`src/rtl/riscv_pkg.sv`:
```
// Shared RV32I core definitions: fetch FSM states, the canonical NOP bubble
// and the halt opcode decoded by the controller.
package riscv_pkg;

    localparam int          PC_W_DEF  = 9;
    localparam logic [31:0] NOP_INSTR = 32'h0000_0013;
    localparam logic [6:0]  OPC_HALT  = 7'b0000000;

    typedef enum logic [0:0] {
        RUN    = 1'b0,
        HALTED = 1'b1
    } fetch_state_e;

endpackage

```
`src/rtl/ifid_reg.sv`:
```
// IF/ID pipeline register. A clear loads a NOP bubble; the link address
// (pc + 4) is captured alongside the PC so decode sees it straight off a flop.
module ifid_reg
    import riscv_pkg::*;
#(
    parameter int PC_W    = PC_W_DEF,
    parameter int INSTR_W = 32
) (
    input  logic               clk,
    input  logic               rst_n,
    input  logic               en,
    input  logic               clr,
    input  logic [PC_W-1:0]    pc_d,
    input  logic [INSTR_W-1:0] instr_d,
    output logic [PC_W-1:0]    pc_q,
    output logic [PC_W-1:0]    pc4_q,
    output logic [INSTR_W-1:0] instr_q,
    output logic               valid_q
);

    localparam logic [PC_W-1:0]    PC_FOUR   = PC_W'(4);
    localparam logic [INSTR_W-1:0] BUBBLE_IR = INSTR_W'(NOP_INSTR);

    // Bubble takes priority over load; the bubble PC is zero with its wrapped link value.
    always_ff @(posedge clk or negedge rst_n) begin
        if (!rst_n) begin
            pc_q    <= '0;
            pc4_q   <= PC_FOUR;
            instr_q <= BUBBLE_IR;
            valid_q <= 1'b0;
        end else if (clr) begin
            pc_q    <= '0;
            pc4_q   <= PC_FOUR;
            instr_q <= BUBBLE_IR;
            valid_q <= 1'b0;
        end else if (en) begin
            pc_q    <= pc_d;
            pc4_q   <= pc_d + PC_FOUR;
            instr_q <= instr_d;
            valid_q <= 1'b1;
        end else begin
            pc_q    <= pc_q;
            pc4_q   <= pc4_q;
            instr_q <= instr_q;
            valid_q <= valid_q;
        end
    end

endmodule

```
`src/rtl/if_stage.sv`:
```
// Instruction-fetch stage: owns the PC and the RUN/HALTED fetch FSM, counts
// accepted instructions and feeds the IF/ID register.
module if_stage
    import riscv_pkg::*;
#(
    parameter int              PC_W     = PC_W_DEF,
    parameter int              INSTR_W  = 32,
    parameter logic [PC_W-1:0] RESET_PC = '0
) (
    input  logic               clk,
    input  logic               reset_n,
    input  logic               stall_i,
    input  logic               redirect_i,
    input  logic [PC_W-1:0]    redirect_pc_i,
    input  logic               halt_i,
    output logic [PC_W-1:0]    imem_addr_o,
    input  logic [INSTR_W-1:0] imem_rdata_i,
    output logic [PC_W-1:0]    ifid_pc_o,
    output logic [PC_W-1:0]    ifid_pc4_o,
    output logic [INSTR_W-1:0] ifid_instr_o,
    output logic               ifid_valid_o,
    output logic               halted_o,
    output logic [31:0]        fetch_count_o
);

    localparam logic [PC_W-1:0] PC_FOUR  = PC_W'(4);
    localparam logic [PC_W-1:0] ALIGN_MK = ~PC_W'(3);
    localparam logic [31:0]     CNT_MAX  = 32'hFFFF_FFFF;

    fetch_state_e      state_r;
    logic [PC_W-1:0]   pc_r;
    logic [31:0]       count_r;
    logic              halted_r;
    logic              halt_q_s;
    logic              ifid_en_s;
    logic              ifid_clr_s;

    // A halt request only counts when decode holds a real instruction.
    assign halt_q_s = halt_i & ifid_valid_o;

    // IF/ID load/flush control following the RUN-state priority order.
    always_comb begin
        ifid_en_s  = 1'b0;
        ifid_clr_s = 1'b0;
        case (state_r)
            RUN: begin
                if (redirect_i) begin
                    ifid_clr_s = 1'b1;
                end else if (halt_q_s || stall_i) begin
                    ifid_en_s = 1'b0;
                end else begin
                    ifid_en_s = 1'b1;
                end
            end
            HALTED: begin
                ifid_en_s = 1'b0;
            end
            default: begin
                ifid_clr_s = 1'b1;
            end
        endcase
    end

    // Fetch FSM with PC, saturating counter and halted flag.
    always_ff @(posedge clk or negedge reset_n) begin
        if (!reset_n) begin
            state_r  <= RUN;
            pc_r     <= RESET_PC;
            count_r  <= 32'd0;
            halted_r <= 1'b0;
        end else begin
            case (state_r)
                RUN: begin
                    if (redirect_i) begin
                        pc_r <= redirect_pc_i & ALIGN_MK;
                    end else if (halt_q_s) begin
                        state_r  <= HALTED;
                        halted_r <= 1'b1;
                    end else if (stall_i) begin
                        pc_r <= pc_r;
                    end else begin
                        pc_r <= pc_r + PC_FOUR;
                        if (count_r != CNT_MAX) begin
                            count_r <= count_r + 32'd1;
                        end else begin
                            count_r <= count_r;
                        end
                    end
                end
                HALTED: begin
                    state_r  <= HALTED;
                    halted_r <= 1'b1;
                end
                default: begin
                    state_r  <= RUN;
                    pc_r     <= RESET_PC;
                    halted_r <= 1'b0;
                end
            endcase
        end
    end

    ifid_reg #(
        .PC_W    (PC_W),
        .INSTR_W (INSTR_W)
    ) u_ifid_reg (
        .clk     (clk),
        .rst_n   (reset_n),
        .en      (ifid_en_s),
        .clr     (ifid_clr_s),
        .pc_d    (pc_r),
        .instr_d (imem_rdata_i),
        .pc_q    (ifid_pc_o),
        .pc4_q   (ifid_pc4_o),
        .instr_q (ifid_instr_o),
        .valid_q (ifid_valid_o)
    );

    assign imem_addr_o   = pc_r;
    assign halted_o      = halted_r;
    assign fetch_count_o = count_r;

endmodule

```
`config.mk`:
```
export PLATFORM = sky130hd
export DESIGN_NAME = if_stage
export DESIGN_NICKNAME = d
export VERILOG_FILES = /design/src/rtl/riscv_pkg.sv /design/src/rtl/ifid_reg.sv /design/src/rtl/if_stage.sv
export SDC_FILE = /design/constraint.sdc
export NUM_CORES = 1
export LEC_CHECK = 0
export ABC_AREA = 0
export BUFFER_PORTS_ARGS = -buffer_cell sky130_fd_sc_hd__buf_2
export CORE_MARGIN = 2
export CORE_UTILIZATION = 51
export CTS_CLUSTER_DIAMETER = 200
export DETAILED_ROUTE_END_ITERATION = 12
export HOLD_SLACK_MARGIN = 0.03
export PLACE_DENSITY = 0.77
export SKIP_LAST_GASP = 1
export SLEW_MARGIN = 25
export SYNTH_ARGS = -nofsm -noshare
export SYNTH_HDL_FRONTEND = slang
export SYNTH_HIERARCHICAL = 1
export SYNTH_SLANG_ARGS = --single-unit
```
`constraint.sdc`:
```
create_clock -name clk -period 2.82 [get_ports clk]
set_input_delay 0.423 -clock clk [delete_from_list [all_inputs] [get_ports clk]]
set_output_delay 0.423 -clock clk [all_outputs]
set_load 0.01 [all_outputs]
```
==> results_dict.tcl <==
set metrics [dict create \
    final_util_pct 63.6 \
    hpwl_um 6750 \
    p_int_w 0.00243 \
    cap_violations 0 \
    fin_crit_sh_pct 76.5 \
    wl_per_cell_um 15.1 \
    wl_um 9370 \
    grtUsageTotal_pct 21.8 \
    seqPwrFrac_pct 50.5 \
    path_max_fanout 11 \
    path_class "register to register" \
    ant_nets 0 \
    htree_levels 3 \
    ff2ff_path_depth 7 \
    fp-row-count 33 \
    arrival_ps 2400 \
    rsz0062_at_grt "false" \
    drc 0 \
    netlist_instances 378 \
    port_buffers 134 \
    fin_nets 559 \
    max_freq_mhz 463 \
    outcome "complete, no violations" \
    grt_pass1_wl_um 15200 \
    globalRouteOverflowTotal 0 \
    diodes 0 \
    min_period_ps 2160 \
    setup.worst_path.end_class "register" \
    final_max_slew_viol_count 0 \
    setup_viol 0 \
    power.leakage_nw 2.61 \
    comb_power_share_pct 28.2 \
    grt_antenna_before_repair 0 \
    hold_class "primary input to asynchronous set/reset pin" \
    hold_buffers 0 \
    insertion_delay_ps 350 \
    setup_tns_ps 0 \
    ys_top_cells_by_area "dfrtp_1 (51%), mux2i_1 (9.3%), nor2_1 (5.0%), xnor2_1 (3.7%), xor2_1 (2.7%)" \
    synth_largest_area_cell "dfrtp_1" \
    switching_power_w 0.00132 \
    cts_tree "yes" \
    placed_cell_area_mm2 0.00497 \
    dr.pass1.iters 4 \
    synth-async-reset-ratio_pct 100 \
    ys_seq_area_share_pct 53.6 \
    slew_headroom_pct 45.2 \
    holdWs_ps 93.7 \
    final_common_cell "buf_2" \
    final_cell_mix "buf_2 (133), dfrtp_1 (86), nor2_1 (56)" \
    grt_max_degree 51 \
    clk_pin_slew_ps 90 \
    fin_area_mm2 0.00515 \
    synthFlopType "dfrtp_1" \
    final_layout_size_suffix_gt1_share_pct 35.1 \
    chipWidth_um 94.9 \
    ios 139 \
    tightest_slew_ps 821 \
    area_growth_pct 22.2 \
    setup.worst_path.start_class "register" \
    vias_per_cell 5.27 \
    grt_pass1_vias 3099 \
    fin_worst_skew_ps 9.28 \
    cts_resized 0 \
    hold_viol_final 0 \
    r2r-start "fetch_count_o[0]" \
    crit_required_ps 3060 \
    ff2ff_setup_slack_ps 660 \
    syn-cell-area_mm2 0.00421 \
    power_frac_clock_pct 21.2 \
    clock-sinks 90 \
    core_mm2 0.00809 \
    die_area_mm2 0.00900 \
    synth.top_cell.area_share_pct 51.1 \
    fillers 697 \
    cts.path.max_buffers 2 \
    p_per_area_mw_per_mm2 728 \
    routabilityCongestion 0.823 \
    p_sw_share_pct 35.2 \
    ys_ff_latch 90 \
    cts_made_buffers 9 \
    cts_setup_buffers 0 \
    ys_types 51 \
    die_h_um 94.9 \
    initial_core_util_pct 52.1 \
    drt_iter0_drc 172 \
    synth_edf_count 0 \
    vias 3269 \
    synth-warning-count 6 \
    r2r_end "fetch_count_o[1]" \
    cts_root_buffer "clkbuf_8" \
    syn_avg_cell_area_um2 11.1 \
    vdd_drop_max_uv 409 \
]
==> cell families after synthesis <==
kind of cell | after synthesis | share of synthesized area [%]
buffers and inverters | 24 | 3.27
other | 1 | 0.0890
AOI/OAI and AO/OA | 37 | 6.06
DFF | 90 | 53.6
muxes | 40 | 9.53
and+or+nand+nor | 150 | 19.4
adders and majority gates | 3 | 0.891
xor gates and xnor gates | 33 | 7.22
==> state kept, by name, summed over array words and instances (netlist names) <==
name and cells:
state_r 1, u_ifid_reg/pc4_q 7, fetch_count_o 32, u_ifid_reg/pc_q 9, u_ifid_reg/valid_q 1, imem_addr_o 7, halted_o 1, u_ifid_reg/instr_q 32
==> metrics by stage <==
stage	cells	worst slack, ps	total power, W
detailed placement	604	546	0.00299
floorplan	381	730	0.00247
finish	620	662	0.00375
global route	620	527	0.00400
CTS	620	689	0.00380
global placement	604	620	0.00294
==> power by group through the flow <==
stage / Sequential (W) / Combinational (W) / Clock (W)
2_1_floorplan: 0.00201 / 0.000463 / 0
3_3_place_gp: 0.00190 / 0.00104 / 0
3_5_place_dp: 0.00191 / 0.00108 / 0
4_1_cts: 0.00189 / 0.00107 / 0.000827
5_1_grt: 0.00195 / 0.00118 / 0.000871
6_report: 0.00189 / 0.00106 / 0.000796
==> Yosys cell counts (2+ instances only) <==
cell type,number
and4_4,2
buf_6,2
ha_1,3
xnor2_1,18
o21bai_1,3
dfrtp_1,86
a22oi_1,2
nor2_1,56
dfstp_2,4
and4_1,2
a211o_1,3
buf_1,2
nor4_1,2
mux2i_1,39
a21oi_1,6
nor3_1,8
nor2b_1,6
xor2_1,13
and3_1,6
o21ai_0,13
nand4_1,16
a311oi_1,2
nand2b_1,2
buf_4,7
nand3_1,14
clkbuf_1,7
buf_2,5
nor4_2,2
a211oi_1,3
or3_1,5
nand2_1,19
==> layer usage <==
| layer | vias to the layer above | share of wire [%] | GRT usage (%) |
|---|---|---|---|
| li1 | 1581 | - | - |
| met1 | 1569 | 42 | 28.8 |
| met2 | 101 | 51 | 35.8 |
| met3 | 18 | 5.3 | 3.91 |
| met4 | 0 | 1.9 | 8.21 |
| met5 | - | 0 | 0 |
==> critical path: stages (launching register included) <==
cell and delay, ps:
dfrtp_1 440, ha_1 190, nand3_1 220, nor4_2 390, nand4_1 140, buf_4 210
nand2_1 110, mux2_2 340
==> layout make-up <==
cell class                 instances  area, um^2  share of cell area, %
sequential                        90        2260                   43.9
clock inverter                     6        42.5                  0.826
timing repair buffer             141         738                   14.3
tap                              105         131                   2.55
clock buffer                      10         138                   2.67
multi-input combinational        267        1840                   35.7
inverter                           1        3.75                 0.0729
==> worst max-delay path by stage <==
stage                                        end  depth (start not counted)               start  slack (ps)
final                           fetch_count_o[1]                          7    fetch_count_o[0]         660
after global routing           fetch_count_o[29]                          6  u_ifid_reg/valid_q         530
after CTS                    u_ifid_reg/pc4_q[7]                          5  u_ifid_reg/valid_q         690
after detailed placement     u_ifid_reg/pc4_q[7]                          6              halt_i         550
after global placement         fetch_count_o[31]                          7              halt_i         620
after floorplan           u_ifid_reg/instr_q[31]                          7              halt_i         730
No activity file was read; power rests on OpenSTA's default activity.
